==> config.mk <==
export PLATFORM = sky130hd
export DESIGN_NAME = decode_issue_stage_flat
export DESIGN_NICKNAME = d
export VERILOG_FILES = /design/src/rtl/decode_issue_if.sv /design/src/rtl/decode_issue_stage.sv /design/src/flat_wrapper.sv
export SDC_FILE = /design/constraint.sdc
export NUM_CORES = 1
export LEC_CHECK = 0
export CAP_MARGIN = 10
export CORE_MARGIN = 2
export CORE_UTILIZATION = 30
export CTS_CLUSTER_DIAMETER = 80
export DETAILED_ROUTE_END_ITERATION = 7
export MAX_ROUTING_LAYER = met4
export RECOVER_POWER = 25
export SETUP_SLACK_MARGIN = 0.4
export SYNTH_ARGS = -nofsm -noshare
export SYNTH_HDL_FRONTEND = slang
export SYNTH_SLANG_ARGS = --single-unit
==> constraint.sdc <==
create_clock -name clk -period 6.44 [get_ports clk]
set_clock_uncertainty 0.05 [all_clocks]
set_input_delay 1.288 -clock clk [delete_from_list [all_inputs] [get_ports clk]]
set_output_delay 1.288 -clock clk [all_outputs]
set_load 0.01 [all_outputs]
==> src/rtl/decode_issue_if.sv <==
`default_nettype none
// ----------------------------------------------------------------------------
// Module   : decode_issue_if
// Purpose  : Fetch, register-file, writeback and ID/EX signals of the decode/issue stage
// Revision : 1.0
// ----------------------------------------------------------------------------
interface decode_issue_if #(
  parameter int XLEN  = 32,
  parameter int NREGS = 32
);
  logic             in_valid;
  logic             in_ready;
  logic [XLEN-1:0]  in_instr;
  logic [XLEN-1:0]  in_pc;
  logic [4:0]       rf_read_reg_1;
  logic [4:0]       rf_read_reg_2;
  logic [XLEN-1:0]  rf_read_data_1;
  logic [XLEN-1:0]  rf_read_data_2;
  logic             wb_en;
  logic [4:0]       wb_reg;
  logic [XLEN-1:0]  wb_data;
  logic             out_valid;
  logic             out_ready;
  logic [XLEN-1:0]  out_pc;
  logic [2:0]       out_op;
  logic [XLEN-1:0]  out_rs_val;
  logic [XLEN-1:0]  out_rt_val;
  logic [XLEN-1:0]  out_imm;
  logic [5:0]       out_funct;
  logic [4:0]       out_dest;
  logic             out_reg_write;
  logic             out_illegal;
  logic [NREGS-1:0] busy_bits;

  modport slave (
    input  in_valid, in_instr, in_pc, rf_read_data_1, rf_read_data_2,
           wb_en, wb_reg, wb_data, out_ready,
    output in_ready, rf_read_reg_1, rf_read_reg_2, out_valid, out_pc, out_op,
           out_rs_val, out_rt_val, out_imm, out_funct, out_dest,
           out_reg_write, out_illegal, busy_bits
  );

  modport master (
    output in_valid, in_instr, in_pc, rf_read_data_1, rf_read_data_2,
           wb_en, wb_reg, wb_data, out_ready,
    input  in_ready, rf_read_reg_1, rf_read_reg_2, out_valid, out_pc, out_op,
           out_rs_val, out_rt_val, out_imm, out_funct, out_dest,
           out_reg_write, out_illegal, busy_bits
  );
endinterface
`default_nettype wire

==> src/rtl/decode_issue_stage.sv <==
`default_nettype none
// ----------------------------------------------------------------------------
// Module   : decode_issue_stage
// Purpose  : Decode, scoreboard hazard stall and ID/EX slot; DECODE_WB_BYPASS_EN adds writeback bypass
// Revision : 1.0
// ----------------------------------------------------------------------------
module decode_issue_stage #(
  parameter int XLEN  = 32,
  parameter int NREGS = 32
) (
  input  wire logic     clk,
  input  wire logic     reset,
  decode_issue_if.slave io
);
  localparam logic [5:0] c_OPC_RTYPE = 6'h00;
  localparam logic [5:0] c_OPC_ADDI  = 6'h08;
  localparam logic [5:0] c_OPC_LW    = 6'h23;
  localparam logic [5:0] c_OPC_SW    = 6'h2B;
  localparam logic [5:0] c_OPC_BEQ   = 6'h04;

  logic [5:0]       w_opc;
  logic [4:0]       w_rs, w_rt, w_rd;
  logic [2:0]       w_op;
  logic             w_use_rs, w_use_rt, w_wr, w_illegal;
  logic [4:0]       w_dest;
  logic             w_reg_write;
  logic             w_wb_hit_rs, w_wb_hit_rt, w_wb_hit_dest;
  logic             w_rs_busy, w_rt_busy, w_waw, w_hazard, w_fire;
  logic [XLEN-1:0]  w_rs_val, w_rt_val;
  logic [NREGS-1:0] w_busy_next;

  logic [NREGS-1:0] r_busy;
  logic             r_out_valid;
  logic [XLEN-1:0]  r_out_pc, r_out_rs_val, r_out_rt_val, r_out_imm;
  logic [2:0]       r_out_op;
  logic [5:0]       r_out_funct;
  logic [4:0]       r_out_dest;
  logic             r_out_reg_write, r_out_illegal;

  assign w_opc = io.in_instr[31:26];
  assign w_rs  = io.in_instr[25:21];
  assign w_rt  = io.in_instr[20:16];
  assign w_rd  = io.in_instr[15:11];

  assign io.rf_read_reg_1 = w_rs;
  assign io.rf_read_reg_2 = w_rt;

  always_comb begin
    w_op      = 3'd7;
    w_use_rs  = 1'b0;
    w_use_rt  = 1'b0;
    w_wr      = 1'b0;
    w_dest    = 5'd0;
    w_illegal = 1'b0;
    case (w_opc)
      c_OPC_RTYPE: begin w_op = 3'd0; w_use_rs = 1'b1; w_use_rt = 1'b1; w_wr = 1'b1; w_dest = w_rd; end
      c_OPC_ADDI:  begin w_op = 3'd1; w_use_rs = 1'b1; w_wr = 1'b1; w_dest = w_rt; end
      c_OPC_LW:    begin w_op = 3'd2; w_use_rs = 1'b1; w_wr = 1'b1; w_dest = w_rt; end
      c_OPC_SW:    begin w_op = 3'd3; w_use_rs = 1'b1; w_use_rt = 1'b1; end
      c_OPC_BEQ:   begin w_op = 3'd4; w_use_rs = 1'b1; w_use_rt = 1'b1; end
      default:     w_illegal = 1'b1;
    endcase
  end

  // r0 is a constant: writing it is not a real write and never sets a busy bit
  assign w_reg_write = w_wr && (w_dest != 5'd0);

`ifdef DECODE_WB_BYPASS_EN
  assign w_wb_hit_rs   = io.wb_en && (io.wb_reg != 5'd0) && (io.wb_reg == w_rs);
  assign w_wb_hit_rt   = io.wb_en && (io.wb_reg != 5'd0) && (io.wb_reg == w_rt);
  assign w_wb_hit_dest = io.wb_en && (io.wb_reg != 5'd0) && (io.wb_reg == w_dest);
  assign w_rs_val      = w_wb_hit_rs ? io.wb_data : io.rf_read_data_1;
  assign w_rt_val      = w_wb_hit_rt ? io.wb_data : io.rf_read_data_2;
`else
  assign w_wb_hit_rs   = 1'b0;
  assign w_wb_hit_rt   = 1'b0;
  assign w_wb_hit_dest = 1'b0;
  assign w_rs_val      = io.rf_read_data_1;
  assign w_rt_val      = io.rf_read_data_2;
  logic w_unused_wb_data;
  assign w_unused_wb_data = ^io.wb_data;
`endif

  assign w_rs_busy = w_use_rs && r_busy[w_rs] && !w_wb_hit_rs;
  assign w_rt_busy = w_use_rt && r_busy[w_rt] && !w_wb_hit_rt;
  assign w_waw     = w_reg_write && r_busy[w_dest] && !w_wb_hit_dest;
  assign w_hazard  = io.in_valid && (w_rs_busy || w_rt_busy || w_waw);

  assign io.in_ready = !reset && !w_hazard && (!r_out_valid || io.out_ready);
  assign w_fire      = io.in_valid && io.in_ready;

  // Clear first so that a same-cycle set of the same register wins
  always_comb begin
    w_busy_next = r_busy;
    if (io.wb_en && (io.wb_reg != 5'd0))
      w_busy_next[io.wb_reg] = 1'b0;
    if (w_fire && w_reg_write)
      w_busy_next[w_dest] = 1'b1;
  end

  always_ff @(posedge clk) begin
    if (reset) begin
      r_busy          <= '0;
      r_out_valid     <= 1'b0;
      r_out_pc        <= '0;
      r_out_rs_val    <= '0;
      r_out_rt_val    <= '0;
      r_out_imm       <= '0;
      r_out_op        <= 3'd0;
      r_out_funct     <= 6'd0;
      r_out_dest      <= 5'd0;
      r_out_reg_write <= 1'b0;
      r_out_illegal   <= 1'b0;
    end else begin
      r_busy <= w_busy_next;
      if (w_fire) begin
        r_out_valid     <= 1'b1;
        r_out_pc        <= io.in_pc;
        r_out_rs_val    <= w_rs_val;
        r_out_rt_val    <= w_rt_val;
        r_out_imm       <= {{(XLEN-16){io.in_instr[15]}}, io.in_instr[15:0]};
        r_out_op        <= w_op;
        r_out_funct     <= io.in_instr[5:0];
        r_out_dest      <= w_dest;
        r_out_reg_write <= w_reg_write;
        r_out_illegal   <= w_illegal;
      end else if (io.out_ready) begin
        r_out_valid <= 1'b0;
      end
    end
  end

  assign io.out_valid     = r_out_valid;
  assign io.out_pc        = r_out_pc;
  assign io.out_op        = r_out_op;
  assign io.out_rs_val    = r_out_rs_val;
  assign io.out_rt_val    = r_out_rt_val;
  assign io.out_imm       = r_out_imm;
  assign io.out_funct     = r_out_funct;
  assign io.out_dest      = r_out_dest;
  assign io.out_reg_write = r_out_reg_write;
  assign io.out_illegal   = r_out_illegal;
  assign io.busy_bits     = r_busy;
endmodule
`default_nettype wire

==> src/flat_wrapper.sv <==
// flat-port wrapper written by rule: the top's interface ports become plain ports
module decode_issue_stage_flat 
#(
  parameter int XLEN  = 32,
  parameter int NREGS = 32
)
  (clk, reset, io_in_valid, io_in_instr, io_in_pc, io_rf_read_data_1, io_rf_read_data_2, io_wb_en, io_wb_reg, io_wb_data, io_out_ready, io_in_ready, io_rf_read_reg_1, io_rf_read_reg_2, io_out_valid, io_out_pc, io_out_op, io_out_rs_val, io_out_rt_val, io_out_imm, io_out_funct, io_out_dest, io_out_reg_write, io_out_illegal, io_busy_bits);
  decode_issue_if #(.XLEN(XLEN), .NREGS(NREGS)) io_i ();
  input  wire logic clk;
  input  wire logic reset;
  input wire logic [$bits(io_i.in_valid)-1:0] io_in_valid;
  input wire logic [$bits(io_i.in_instr)-1:0] io_in_instr;
  input wire logic [$bits(io_i.in_pc)-1:0] io_in_pc;
  input wire logic [$bits(io_i.rf_read_data_1)-1:0] io_rf_read_data_1;
  input wire logic [$bits(io_i.rf_read_data_2)-1:0] io_rf_read_data_2;
  input wire logic [$bits(io_i.wb_en)-1:0] io_wb_en;
  input wire logic [$bits(io_i.wb_reg)-1:0] io_wb_reg;
  input wire logic [$bits(io_i.wb_data)-1:0] io_wb_data;
  input wire logic [$bits(io_i.out_ready)-1:0] io_out_ready;
  output wire logic [$bits(io_i.in_ready)-1:0] io_in_ready;
  output wire logic [$bits(io_i.rf_read_reg_1)-1:0] io_rf_read_reg_1;
  output wire logic [$bits(io_i.rf_read_reg_2)-1:0] io_rf_read_reg_2;
  output wire logic [$bits(io_i.out_valid)-1:0] io_out_valid;
  output wire logic [$bits(io_i.out_pc)-1:0] io_out_pc;
  output wire logic [$bits(io_i.out_op)-1:0] io_out_op;
  output wire logic [$bits(io_i.out_rs_val)-1:0] io_out_rs_val;
  output wire logic [$bits(io_i.out_rt_val)-1:0] io_out_rt_val;
  output wire logic [$bits(io_i.out_imm)-1:0] io_out_imm;
  output wire logic [$bits(io_i.out_funct)-1:0] io_out_funct;
  output wire logic [$bits(io_i.out_dest)-1:0] io_out_dest;
  output wire logic [$bits(io_i.out_reg_write)-1:0] io_out_reg_write;
  output wire logic [$bits(io_i.out_illegal)-1:0] io_out_illegal;
  output wire logic [$bits(io_i.busy_bits)-1:0] io_busy_bits;
  assign io_i.in_valid = io_in_valid;
  assign io_i.in_instr = io_in_instr;
  assign io_i.in_pc = io_in_pc;
  assign io_i.rf_read_data_1 = io_rf_read_data_1;
  assign io_i.rf_read_data_2 = io_rf_read_data_2;
  assign io_i.wb_en = io_wb_en;
  assign io_i.wb_reg = io_wb_reg;
  assign io_i.wb_data = io_wb_data;
  assign io_i.out_ready = io_out_ready;
  assign io_in_ready = io_i.in_ready;
  assign io_rf_read_reg_1 = io_i.rf_read_reg_1;
  assign io_rf_read_reg_2 = io_i.rf_read_reg_2;
  assign io_out_valid = io_i.out_valid;
  assign io_out_pc = io_i.out_pc;
  assign io_out_op = io_i.out_op;
  assign io_out_rs_val = io_i.out_rs_val;
  assign io_out_rt_val = io_i.out_rt_val;
  assign io_out_imm = io_i.out_imm;
  assign io_out_funct = io_i.out_funct;
  assign io_out_dest = io_i.out_dest;
  assign io_out_reg_write = io_i.out_reg_write;
  assign io_out_illegal = io_i.out_illegal;
  assign io_busy_bits = io_i.busy_bits;
  decode_issue_stage #(.XLEN(XLEN), .NREGS(NREGS)) u_core (.clk(clk), .reset(reset), .io(io_i));
endmodule
; Word level (Yosys, flattened, before mapping)
; Index checks and enable logic that the tools add are counted.
[word_totals]
wordCells = 70
ramBits = 0
latch_bits = 0
output_inout_bits = 188
in_bits = 170
mem_bits_ro = 0
reg_bits = 161
memories = 0
[op_classes]
order_cmp = 6
mul = 0
addsub = 0
bitwise_logic = 3
n_mux = 20
n_div = 0
n_shift = 0
reduce_logical = 26
eq_ne = 4
[ops]
columns = cell, count
row1 = $mux W32, 2
row2 = $and A32 B32 Y32, 1
row3 = $not A32 Y32, 1
row4 = $or A32 B32 Y32, 1
row5 = $lt A5 B6 Y1 const B, 4
row6 = $bmux W1 S5, 3
row7 = $pmux W3 S5, 1
row8 = $eq A6 B6 Y1 const B, 2
row9 = $logic_and A1 B1 Y1, 12
row10 = $mux W1, 11
row11 = $demux W1 S5, 2
row12 = $ge A5 B1 Y1 const B, 2
row13 = $pmux W5 S2, 1
row14 = $reduce_bool A5 Y1, 2
row15 = $eq A6 B3 Y1 const B, 1
row16 = $eq A6 B4 Y1 const B, 1
row17 = $logic_not A6 Y1, 1
row18 = $reduce_or A3 Y1, 2
row19 = $reduce_or A5 Y1, 1
row20 = $logic_not A1 Y1, 3
row21 = $logic_or A1 B1 Y1, 3
row22 = $reduce_bool A2 Y1, 1
row23 = $reduce_or A2 Y1, 1

; Longest topological paths before layout
; Gate-level depths: netlist of the first run.
[logic_depth]
word_depth = 14
ltp_mapped = 13
ltp_nobuf = 8

; Least setup slack after synthesis of the first run
; OpenSTA, ideal clock, no wires.
[synth_path]
path_kind = input to output
startpoint = input port io_in_instr[21]
endpoint = output port io_in_ready
setup_slack_ps = 1693
required_time_ps = 5102
arrival_time_ps = 3409
n_path_buf = 1
path_stages = 7
path_cell_list = clkbuf_1 -> mux4_2 -> mux4_2 -> mux2i_1 -> o22ai_1 -> o21bai_1 -> a21boi_0
[synth_via]
elab_chain_cells = 9
[synth_lines]
columns = element, line
row1 = start: declaration, flat_wrapper.sv:12  ; input wire logic [$bits(io_i.in_instr)-1:0] io_in_instr;
row2 = $bmux W1 S5, decode_issue_stage.sv:84  ; assign w_rs_busy = w_use_rs && r_busy[w_rs] && !w_wb_hit_rs;
row3 = $mux W1 (implied by the code), decode_issue_stage.sv:84
row4 = $logic_and A1 B1 Y1, decode_issue_stage.sv:84
row5 = $logic_or A1 B1 Y1 (2 in series), decode_issue_stage.sv:87  ; assign w_hazard = io.in_valid && (w_rs_busy || w_rt_busy || w_waw);
row6 = $logic_and A1 B1 Y1, decode_issue_stage.sv:87
row7 = $logic_not A1 Y1, decode_issue_stage.sv:89  ; assign io.in_ready = !reset && !w_hazard && (!r_out_valid || io.out_ready);
row8 = $logic_and A1 B1 Y1 (2 in series), decode_issue_stage.sv:89
row9 = end: declaration, flat_wrapper.sv:20  ; output wire logic [$bits(io_i.in_ready)-1:0] io_in_ready;
; Every way passes these cells. The select of a mux whose other input is x is not followed.

; Final worst setup path of the first run
[layout_path]
startpoint = input port io_in_instr[28]
endpoint = output port io_in_ready
[layout_via]
elab_chain_cells = 11
elab_cells_between_ends = 26
cone_classes = eq/ne (4) / mux (6) / reduce/logical (16)
[layout_lines]
columns = element, line
row1 = $eq A6 B4 Y1 or $eq A6 B6 Y1 (tied branches), decode_issue_stage.sv:55  ; case (w_opc)
row2 = $reduce_or A2 Y1 (no source line), -
row3 = $pmux W5 S2, decode_issue_stage.sv:55
row4 = $bmux W1 S5 or $reduce_bool A5 Y1 (tied branches), "decode_issue_stage.sv:86, decode_issue_stage.sv:66"
row5 = $mux W1 (implied by the code) or $logic_and A1 B1 Y1 (tied branches), "decode_issue_stage.sv:86, decode_issue_stage.sv:66"
row6 = $logic_and A1 B1 Y1, decode_issue_stage.sv:86  ; assign w_waw = w_reg_write && r_busy[w_dest] && !w_wb_hit_dest;
row7 = $logic_or A1 B1 Y1 *, decode_issue_stage.sv:87
row8 = $logic_and A1 B1 Y1 *, decode_issue_stage.sv:87
row9 = $logic_not A1 Y1 *, decode_issue_stage.sv:89
row10 = $logic_and A1 B1 Y1 * (2 in series), decode_issue_stage.sv:89
; Every way passes the cells marked *; elsewhere a longest branch is shown, timed or not. The select of a mux whose other input is x is not followed.

==> results of run 1 <==
synthesized netlist by cell type, types with 2 or more instances:
library cell	number	area [µm²]
a211oi_1	5	37.5
a21boi_0	3	22.5
a21boi_1	2	15.0
a21oi_1	13	65.1
a22o_1	2	17.5
and2_1	2	12.5
and3_1	6	37.5
and3b_1	3	26.3
and4b_1	2	20.0
buf_2	3	15.0
buf_4	44	330
buf_6	3	33.8
buf_8	2	30.0
clkbuf_1	23	86.3
dfxtp_1	155	3100
inv_1	6	22.5
mux2_1	22	248
mux2_2	98	1100
mux2i_1	9	90.1
mux4_2	20	450
nand2_1	47	176
nand3_1	45	225
nand4_1	3	18.8
nand4b_1	2	17.5
nor2_1	14	52.6
nor2b_1	117	732
nor3_1	8	40.0
nor3b_1	5	37.5
o21ai_0	19	95.1
o22ai_1	6	37.5
o31ai_1	19	143
o32ai_1	2	17.5
o41ai_1	5	43.8
o41ai_2	2	32.5
per-layer routing:
layer,share of wire,vias up,GRT usage
met1,0.43,3230,0.243
li1,-,3183,-
met3,0.091,25,0.0538
met2,0.47,296,0.300
met4,0.015,0,0.0562
met5,0,-,-
repair_timing:
| action | in CTS | in global routing |
|---|---|---|
| setup endpoints to repair | 1 | 1 |
| buffers inserted | 2 | 0 |
| pin swaps | 1 | 1 |
| gates resized for setup | 4 | 11 |
sequential cells by signal (all words and copies together) (netlist names):
| name | cells |
|---|---|
| u_core.io.out_pc | 32 |
| u_core.io.out_valid | 1 |
| u_core.io.out_illegal | 1 |
| u_core.io.out_op | 3 |
| u_core.io.out_reg_write | 1 |
| u_core.io.out_rs_val | 32 |
| u_core.io.out_dest | 5 |
| u_core.io.out_imm | 11 |
| u_core.io.out_rt_val | 32 |
| u_core.io.out_funct | 5 |
| u_core.io.busy_bits | 32 |
per-stage QoR:
step,util,hold slack [ps]
detailed placement,0.435,396
CTS,0.460,405
floorplan,-,418
finish,0.462,398
global placement,0.435,390
global route,0.462,413
area by class of cell:
type | count | area (µm²) | share of cell area
antenna | 3 | 7.51 | 0.000648
clock buffer | 17 | 425 | 0.0367
clock inverter | 15 | 179 | 0.0154
inverter | 7 | 26.3 | 0.00227
multi-input combinational | 503 | 4050 | 0.350
sequential | 155 | 3100 | 0.268
tap | 330 | 413 | 0.0356
timing repair buffer | 338 | 3380 | 0.292
worst reg2reg max path: stages (launching register included):
cell     delay, ps
dfxtp_1        380
mux4_2         490
mux4_2         490
mux2i_1        260
o22ai_1        170
nor2_1         240
o21ai_4        120
buf_12         200
mux2_2         480
how the worst max path moves through the flow:
stage	depth (start not counted)	startpoint	slack, ps	endpoint
after floorplan	7	io_in_instr[21]	1690	io_in_ready
after global placement	10	io_in_instr[31]	340	io_in_ready
after detailed placement	10	io_in_instr[31]	350	io_in_ready
after CTS	10	io_in_instr[31]	410	io_in_ready
after global routing	10	io_in_instr[28]	450	io_in_ready
final	10	io_in_instr[28]	660	io_in_ready
kinds of logic (layout without fill, tap and decap cells):
| kind of cell | Yosys count | in the layout |
|---|---|---|
| mux | 149 | 149 |
| simple gates | 264 | 264 |
| flops | 155 | 155 |
| other cells | 0 | 3 |
| compound gates | 90 | 90 |
| buf+inv | 83 | 377 |
power groups by stage:
| stage | clock network [µW] | logic [µW] | registers, µW |
|---|---|---|---|
| 2_1_floorplan | 0 | 179 | 1100 |
| 4_1_cts | 1080 | 466 | 1050 |
| 3_5_place_dp | 0 | 463 | 1070 |
| 6_report | 1050 | 447 | 1050 |
| 3_3_place_gp | 0 | 461 | 1070 |
| 5_1_grt | 1120 | 478 | 1050 |
==> results.py, run 1 <==
metrics = {
    "flow_run": {
        "max-cap-violations": 1,
    },
    "global_route": {
        "antenna_found_initial": 3,
        "grt_pass1_vias": 6581,
        "track_usage": 0.192,
        "grt_max_degree": 79,
        "grt_pass1_wl_um": 38300,
        "gr-total-overflow": 0,
    },
    "synth": {
        "synth_compound_area_frac": 0.0821,
        "ys_dominant_reg_cell": "dfxtp_1",
        "muxShareOfSynthArea": 0.248,
        "synthSimpleGateAreaFrac": 0.195,
        "async_reset_ff_frac": 0,
        "synth.distinct_cells": 58,
        "avgSynthCellArea_um2": 10.3,
        "ys_warn_count": 0,
        "synth_edf_count": 0,
        "ys_seq_elements": 155,
        "seq_area_frac_synth": 0.406,
        "synth_top_family_by_area": "multiplexers",
        "netlist_area_um2": 7640,
        "syn_nets": 911,
        "synth_xor_area_frac": 0,
        "synth_fa_ha_area_frac": 0,
        "syn_inst": 741,
    },
    "floorplan": {
        "rows": 58,
        "fp.dieW_um": 164,
        "die_area_um2": 26800,
        "core_region_area_um2": 25100,
        "initial_core_util": 0.304,
        "ios": 358,
        "die_y_um": 164,
    },
    "place": {
        "placedCellCount": 1331,
        "gp_congestion": 0.918,
        "placed_area_um2": 10900,
        "dp_hpwl_um": 18600,
        "numPortBuffers": 325,
        "place_ws_ps": 354,
    },
    "critical_path": {
        "cp-start-kind": "input port",
        "rrSetupSlack_ps": 3450,
        "crit_type": "in2out",
        "reg2reg_to": "u_core.io.out_pc[9]$_SDFFE_PP0P_",
        "cp_slowest_cell": "clkdlybuf4s50_1",
        "cp_num_buf_inv": 2,
        "r2r_start": "u_core.io.busy_bits[16]$_SDFF_PP0_",
        "path_delay_family": "buffers and inverters",
        "end_kind": "output port",
        "reg2regPathDepth": 8,
        "max_stage_delay_ps": 570,
        "worstPathCellList": "clkdlybuf4s50_1 > nor2_2 > nand3_2 > nand2_4 > mux2_2 > a211o_1 > nand4b_1 > o21bai_1 > a21boi_0 > clkdlybuf4s50_1",
        "crit_top_cell": "clkdlybuf4s50_1",
        "path_max_fanout": 12,
        "cp.required_ps": 5100,
        "critPathArrivalTime_ps": 4440,
    },
    "min_path": {
        "worst_hold_path.num_cells": 2,
        "hold_start": "u_core.io.out_op[0]$_SDFFE_PP0P_",
        "hold_end": "u_core.io.out_op[0]$_SDFFE_PP0P_",
        "min_path_type": "reg2reg",
    },
    "pwr": {
        "combPwrFrac": 0.176,
        "switching_power_uw": 676,
        "p_per_area_nw_per_um2": 220,
        "ir_drop_v": 0.000156,
        "p_seq_frac": 0.411,
        "clkPwrFrac": 0.414,
        "power.total_uw": 2550,
        "power.leakage_uw": 0.00456,
        "swShare": 0.265,
        "p_int_uw": 1870,
    },
    "timing": {
        "worstMarginPinSlew_ps": 2080,
        "fmax_ghz": 0.173,
        "finalWorstPathRequiredPeriod_ps": 5780,
        "worst_slack_ps": 659,
        "fin_tns_setup_ps": 0,
        "fin_crit_sh": 0.898,
        "setup_violations": 0,
        "final_max_slew_viol_count": 40,
        "rsz0062_at_grt": "false",
        "slew_headroom": -0.385,
        "hold_viol": 0,
    },
    "outcome": {
        "outcome": "complete, but fails checks",
        "violations": "max-capacitance violations, max-slew violations",
    },
    "clock_tree": {
        "cts.clk_slew.worst_paths_ps": 60,
        "cts_tree": "done",
        "clock_path_buffers": 2,
        "cts_max_level": 4,
        "root_buffer": "clkbuf_16",
        "cts_made_buffers": 17,
        "clk-insertion-delay-late_ps": 430,
        "cts_hold_buffers": 0,
        "cts_sinks": 155,
    },
    "cells_and_area": {
        "final_cell_mix": "clkdlybuf4s50_1, dfxtp_1, nor2b_1, mux2_2, dlygate4sd3_1",
        "num-fill-cells": 2449,
        "final_common_cell": "clkdlybuf4s50_1",
        "drive_gt1_frac": 0.172,
        "final_area_um2": 11600,
        "syn_to_final_growth_pct": 51.7,
        "final_cell_count_no_fill": 1368,
        "layout.nets": 1192,
    },
    "detailed_routing": {
        "viasPerCell": 4.92,
        "num_vias": 6734,
        "drc_errors": 0,
        "drtPass1Iterations": 5,
        "initialDrtViolationCount": 415,
        "wl_per_cell_um": 18.6,
        "ant_nets": 0,
        "routed_wl_um": 25500,
    },
}
(Power assumes the default switching activity.)
==> run 2: changes to the inputs <==
Settings changed: ABC_AREA set to 1, GPL_ROUTABILITY_DRIVEN set to 0.
==> run 2 against run 1 <==
  * Non-clock buffer count shrank 4
  * Power shrank 6.3%
  * Die area decreased by 6.6%
  * Critical path depth grew 7
  * Sequential power barely moved
  * Critical path type unchanged
  * Largest power group unchanged
  * Cell area is 5.8% lower
  * Synthesized area is 6.7% lower
  * The flow finishes with violations (design-rule violations)
  * First-iteration DRC count increased by 39%
==> results.py, run 2 <==
metrics = {
    "synth": {
        "synth_area_leaders": "dfxtp_1, nand2_1, a21oi_1",
        "post-synth-top-count-cell": "nand2_1",
        "async_reset_ff_frac": 0,
        "yosysTopAreaCellShare": 0.435,
        "ys_dominant_reg_cell": "dfxtp_1",
        "seq_area_frac_synth": 0.435,
        "synth_top_cell_by_area": "dfxtp_1",
        "synth_edf_count": 0,
        "syn_nets": 1223,
        "ys_warn_count": 0,
        "avgSynthCellArea_um2": 6.77,
        "netlist_area_um2": 7130,
        "ys_seq_elements": 155,
        "syn_inst": 1053,
        "synthTopCellsByCount": "nand2_1, a21oi_1, dfxtp_1",
        "synth.distinct_cells": 23,
    },
    "global_route": {
        "gr-total-overflow": 0,
        "grt_max_degree": 103,
        "grt_pass1_wl_um": 38200,
        "grt_pass1_vias": 7146,
        "antenna_found_initial": 1,
        "track_usage": 0.203,
    },
    "place": {
        "dp_hpwl_um": 18400,
        "placed_area_um2": 10300,
        "place_ws_ps": 747,
        "numPortBuffers": 325,
    },
    "detailed_routing": {
        "viasPerCell": 4.67,
        "wl_met3_um": 2200,
        "wl_per_cell_um": 15.6,
        "dr_wl_met2_um": 11900,
        "drtPass1Iterations": 8,
        "met1_length_um": 11200,
        "top_layer_used": "met4",
        "initialDrtViolationCount": 577,
        "num_vias": 7705,
        "drc_errors": 1,
        "ant_nets": 0,
        "routed_wl_um": 25800,
    },
    "cells_and_area": {
        "final_common_cell": "nand2_1",
        "num-fill-cells": 2407,
        "fin_util": 0.466,
        "syn_to_final_growth_pct": 53.1,
        "multi_input_area_um2": 3270,
        "drive_gt1_frac": 0.0429,
        "layout.nets": 1486,
        "final_cell_mix": "nand2_1, clkdlybuf4s50_1, a21oi_1, dfxtp_1, dlygate4sd3_1",
        "register_area_um2": 3100,
        "final_area_um2": 10900,
    },
    "timing": {
        "fin_tns_setup_ps": 0,
        "fin_crit_sh": 0.889,
        "finalWorstPathRequiredPeriod_ps": 5720,
        "rsz0062_at_grt": "false",
        "worst_slack_ps": 718,
        "fmax_ghz": 0.175,
        "slew_headroom": 0.232,
        "hold_viol": 0,
        "final_max_slew_viol_count": 0,
        "setup_violations": 0,
        "worstMarginPinSlew_ps": 1150,
        "holdWs_ps": 410,
    },
    "critical_path": {
        "path_max_fanout": 23,
        "cp.required_ps": 5100,
        "critPathArrivalTime_ps": 4380,
        "cp-start-kind": "input port",
        "crit_type": "in2out",
        "end_kind": "output port",
    },
    "floorplan": {
        "fp.dieW_um": 158,
        "ios": 358,
        "core_region_area_um2": 23400,
        "die_area_um2": 25000,
        "die_y_um": 158,
        "initial_core_util": 0.305,
        "rows": 56,
    },
    "clock_tree": {
        "post_cts_buffers": 0,
        "cts_hold_buffers": 0,
        "cts_made_buffers": 17,
        "clock_path_buffers": 2,
        "cts.clk_slew.worst_paths_ps": 70,
        "cts_sinks": 155,
        "cts_max_level": 4,
        "cts_resized": 0,
        "clk-insertion-delay-late_ps": 430,
        "cts_tree": "done",
        "root_buffer": "clkbuf_16",
    },
    "flow_run": {
        "max-cap-violations": 0,
    },
    "min_path": {
        "min_path_type": "reg2reg",
    },
    "pwr": {
        "p_per_area_nw_per_um2": 219,
        "power.leakage_uw": 0.00421,
        "ir_drop_v": 0.000142,
    },
    "outcome": {
        "violations": "design-rule violations",
        "outcome": "complete, but fails checks",
    },
}
run 2: cell count changes after synthesis, moves of 8 or more:
cell     delta
nor3_1      -8
nor2_1     +55
nand2_1   +319
nor2b_1   -117
a21oi_1   +163
o21ai_0    +48
inv_1      +51
buf_2      +18
o31ai_1    -19
mux2_1     -22
mux4_2     -20
mux2i_1     -9
mux2_2     -98
run 2: kinds of logic after synthesis:
kind of cell / synth area share
compound gates: 0.187
buf+inv: 0.106
flops: 0.435
simple gates: 0.271
run 2: critical path: stages:
cell	delay, ps
clkdlybuf4s50_1	430
nor2_1	190
nand2_1	130
nor2_4	180
nand2_2	240
nand2_2	420
nand2_1	90
o21ai_0	100
nand2_1	70
nand2_1	80
nand2_1	50
nand2_1	80
inv_1	50
nand3_2	100
nand2_1	70
a21boi_0	160
clkdlybuf4s50_1	650
run 2: final cells by class:
class                   count  area share
repair buffers            334       0.304
multi-input cells         746       0.299
flip-flops and latches    155       0.284
clock buffers              17      0.0390
well taps                 319      0.0366
inverters                  62      0.0214
clock inverters            15      0.0151
diodes                      1    0.000229
run 2: per-layer routing:
layer  GRT usage  vias to the layer above
li1            -                     3894
met3      0.0643                       25
met4      0.0699                        0
met2       0.312                      309
met5           -                        -
met1       0.253                     3477
run 2: final timing paths:
path | start | to | slack (ps) | cells past startpoint
setup / recovery | io_in_instr[26] | io_in_ready | 720 | 17
hold reg to reg | u_core.io.out_imm[6]$_SDFFE_PP0P_ | u_core.io.out_imm[6]$_SDFFE_PP0P_ | 410 | 2
hold / removal | u_core.io.out_imm[6]$_SDFFE_PP0P_ | u_core.io.out_imm[6]$_SDFFE_PP0P_ | 410 | 2
setup reg to reg | u_core.io.busy_bits[1]$_SDFF_PP0_ | u_core.io.out_rt_val[1]$_SDFFE_PP0P_ | 3180 | 14
run 2: power breakdown:
| group | internal, µW | leakage [µW] | switching (µW) |
|---|---|---|---|
| Clock | 522 | 0.000290 | 483 |
| Combinational | 186 | 0.00266 | 177 |
| Sequential | 997 | 0.00126 | 19.7 |
run 2: metrics by stage:
stage | total power [µW] | cells
after floorplan | 1210 | 1053
after global routing | 2490 | 1649
final | 2380 | 1649
after global placement | 1410 | 1616
after CTS | 2430 | 1648
after detailed placement | 1410 | 1616
==> variant: new RTL, config.mk and constraints of run 1 <==
Reset style: asynchronous (`reset`), changed in one clocked block.
--- a/src/rtl/decode_issue_stage.sv
+++ b/src/rtl/decode_issue_stage.sv
@@ -99,5 +99,5 @@
   end
 
-  always_ff @(posedge clk) begin
+  always_ff @(posedge clk or posedge reset) begin
     if (reset) begin
       r_busy          <= '0;
Formal check against the unedited RTL: differs if reset is asserted again (counterexample within 4 cycles, from zero or initial values and one cycle with reset high); with reset held inactive, the same outputs for 4 cycles.
==> variant against run 1 <==
- sequential power grew 16%
- final area shrank 0.11%
- routed wire length shrank 2.0%
- worst setup slack lost 0.047 ns
- synthesized area grew 0.31%
- the flow still finishes with violations (max-capacitance violations, max-slew violations)
- total power grew 21%
- count of clock-buffer cells in the layout is the same
- sequential cell count is the same
==> variant: results (changes against run 1) <==
outcome = finished, violations left
violated checks = max-capacitance violations, max-slew violations
met3 usage = 0.05505 (+0.001216)
post-CTS setup buffers = 2 (unchanged)
cell count of the worst reg-to-reg path = 9 (+1)
Clk. pwr = 1.01 mW (-4%)
max incr delay on CP = 0.64 ns (+0.07 ns)
Compound-Gate Fraction of Synth Area = 0.1112 (+0.02913)
Yosys cell types = 60 (+3.4%)
Area Overhead vs Synth = 51.07%
fillers = 2328 (-4.9%)
Metal-1 WL = 10.47 mm (-3.5%)
initial antenna violation count = 1 (-2)
DRT iter0 DRCs = 303 (-27%)
synth cell count leaders = dfrtp_1 (155), mux2_2 (93), o21ai_0 (45), buf_4 (40), o31ai_1 (31)
flop2flop setup slack = 2.95 ns (-0.50 ns)
layout cell share with drive strength beyond 1 = 0.2182 (+0.04618)
post-synthesis sequential area ratio = 0.5061 (+0.09996)
mux cell area share after synthesis = 0.2467 (-0.0009314)
Peak VDD IR = 208.0 uV (+33%)
GP Congestion = 0.8409 (-8.4%)
Total Power = 3.081 mW (+21%)
via count = 6225 (-7.6%)
root buffer cell = clkbuf_16
fin nets = 1060 (-11%)
port buffer count = 325 (unchanged)
DR WL met2 = 11.95 mm (+0.28%)
RR Startpoint = u_core.io.busy_bits[31]$_DFF_PP0_
Post-DP HPWL = 17.97 mm (-3.3%)
worst hold stages = 0 (-2)
crit path max fanout = 10 (-2)
power share of the combinational group = 0.279 (+0.103)
Post-CTS Resized = 1 (-3)
Crit Reg-Reg Endpoint = u_core.io.out_pc[12]$_DFFE_PP0P_
NetSw = 875.0 uW (+29%)
clock slew at reported path FFs = 0.06 ns (about the same)
Routed WL = 24.96 mm (-2.0%)
hold_buf cts = 0 (unchanged)
Clock Latency Late Sink = 0.42 ns
CTS Buf Count = 17 (unchanged)
met3 WL = 2.118 mm (-8.7%)
Worst EP arrival = 4.49 ns (+0.05 ns)
first-pass GRT wire length = 37.70 mm (-1.5%)
Hold Path Sink = u_core.io.busy_bits[0]$_DFF_PP0_
Adder-Cell Fraction of Synth Area = 0 (unchanged)
top layer in use = met4
Total GRT Usage = 0.1894 (-0.002857)
max-cap check violation count = 2 (+1)
Synth area leaders = dfrtp_1 (51%), mux2_2 (14%), mux2_4 (5.9%)
fin. max-slew vios = 102 (+160%)
met1 usage = 0.2388 (-0.004178)
met2 Resource Use GR = 0.2960 (-0.004126)
worst hold path type = flop to flop
largest net degree at the start of global routing = 58 (-27%)
fraction of registers with async set/reset = 1.000 (+1.000)
Pleak = 4.645 nW (+1.8%)
Worst slew margin = -0.7349 (-0.3495)
start point of the worst hold path = u_core.io.busy_bits[0]$_DFF_PP0_
post-synth net total = 763 (-16%)
vias in the first global route = 6458 (-1.9%)
## variant: cell count changes after synthesis, moves of 12 or more
cell             run 1  this run
nand2_1             47        24
o31ai_1             19        31
dfxtp_1            155         0
nand3_1             45        23
nor2b_1            117         6
mux2_4               0        30
dfrtp_1              0       155
mux2_1              22         0
clkbuf_1            23         8
o21ai_0             19        45
## variant: worst max path at each step
stage,slack [ns],to,from,cells after the start
CTS,0.44,io_in_ready,io_in_instr[17],10
finish,0.61,io_in_ready,io_in_instr[29],12
floorplan,0.92,u_core.io.busy_bits[0]$_DFF_PP0_,reset,1
global route,0.31,u_core.io.out_rs_val[17]$_DFFE_PP0P_,reset,3
detailed placement,0.36,io_in_ready,io_in_instr[29],9
global placement,0.40,io_in_ready,io_in_instr[29],9
## variant: through the flow
stage | instance area (um^2) | setup WS (ns) | instances | hold WS [ns]
after detailed placement | 10970 | 0.3567 | 1199 | 0.3747
after global routing | 11570 | 0.3056 | 1234 | 0.4320
after floorplan | 7664 | 0.9238 | 593 | 0.4781
after global placement | 10970 | 0.3964 | 1199 | 0.3800
final | 11580 | 0.6117 | 1235 | 0.3933
after CTS | 11560 | 0.4379 | 1233 | 0.3932
## variant: kinds of logic (layout without fill, tap and decap cells)
logic type	count (synthesis)	count (layout)
AOI/OAI and AO/OA	124	124
buffers and inverters	66	376
DFF	155	155
muxes	151	151
other	0	2
and+or+nand+nor	97	97
## variant: area by class of cell
type	instances	area, um^2	area share
Multi-Input combinational cell	372	3301	0.2851
Clock inverter	15	150.1	0.01297
Antenna cell	2	5.005	0.0004323
Sequential cell	155	3879	0.3350
Tap cell	330	412.9	0.03566
Clock buffer	17	425.4	0.03674
Inverter	5	20.02	0.001729
Timing Repair Buffer	339	3385	0.2923
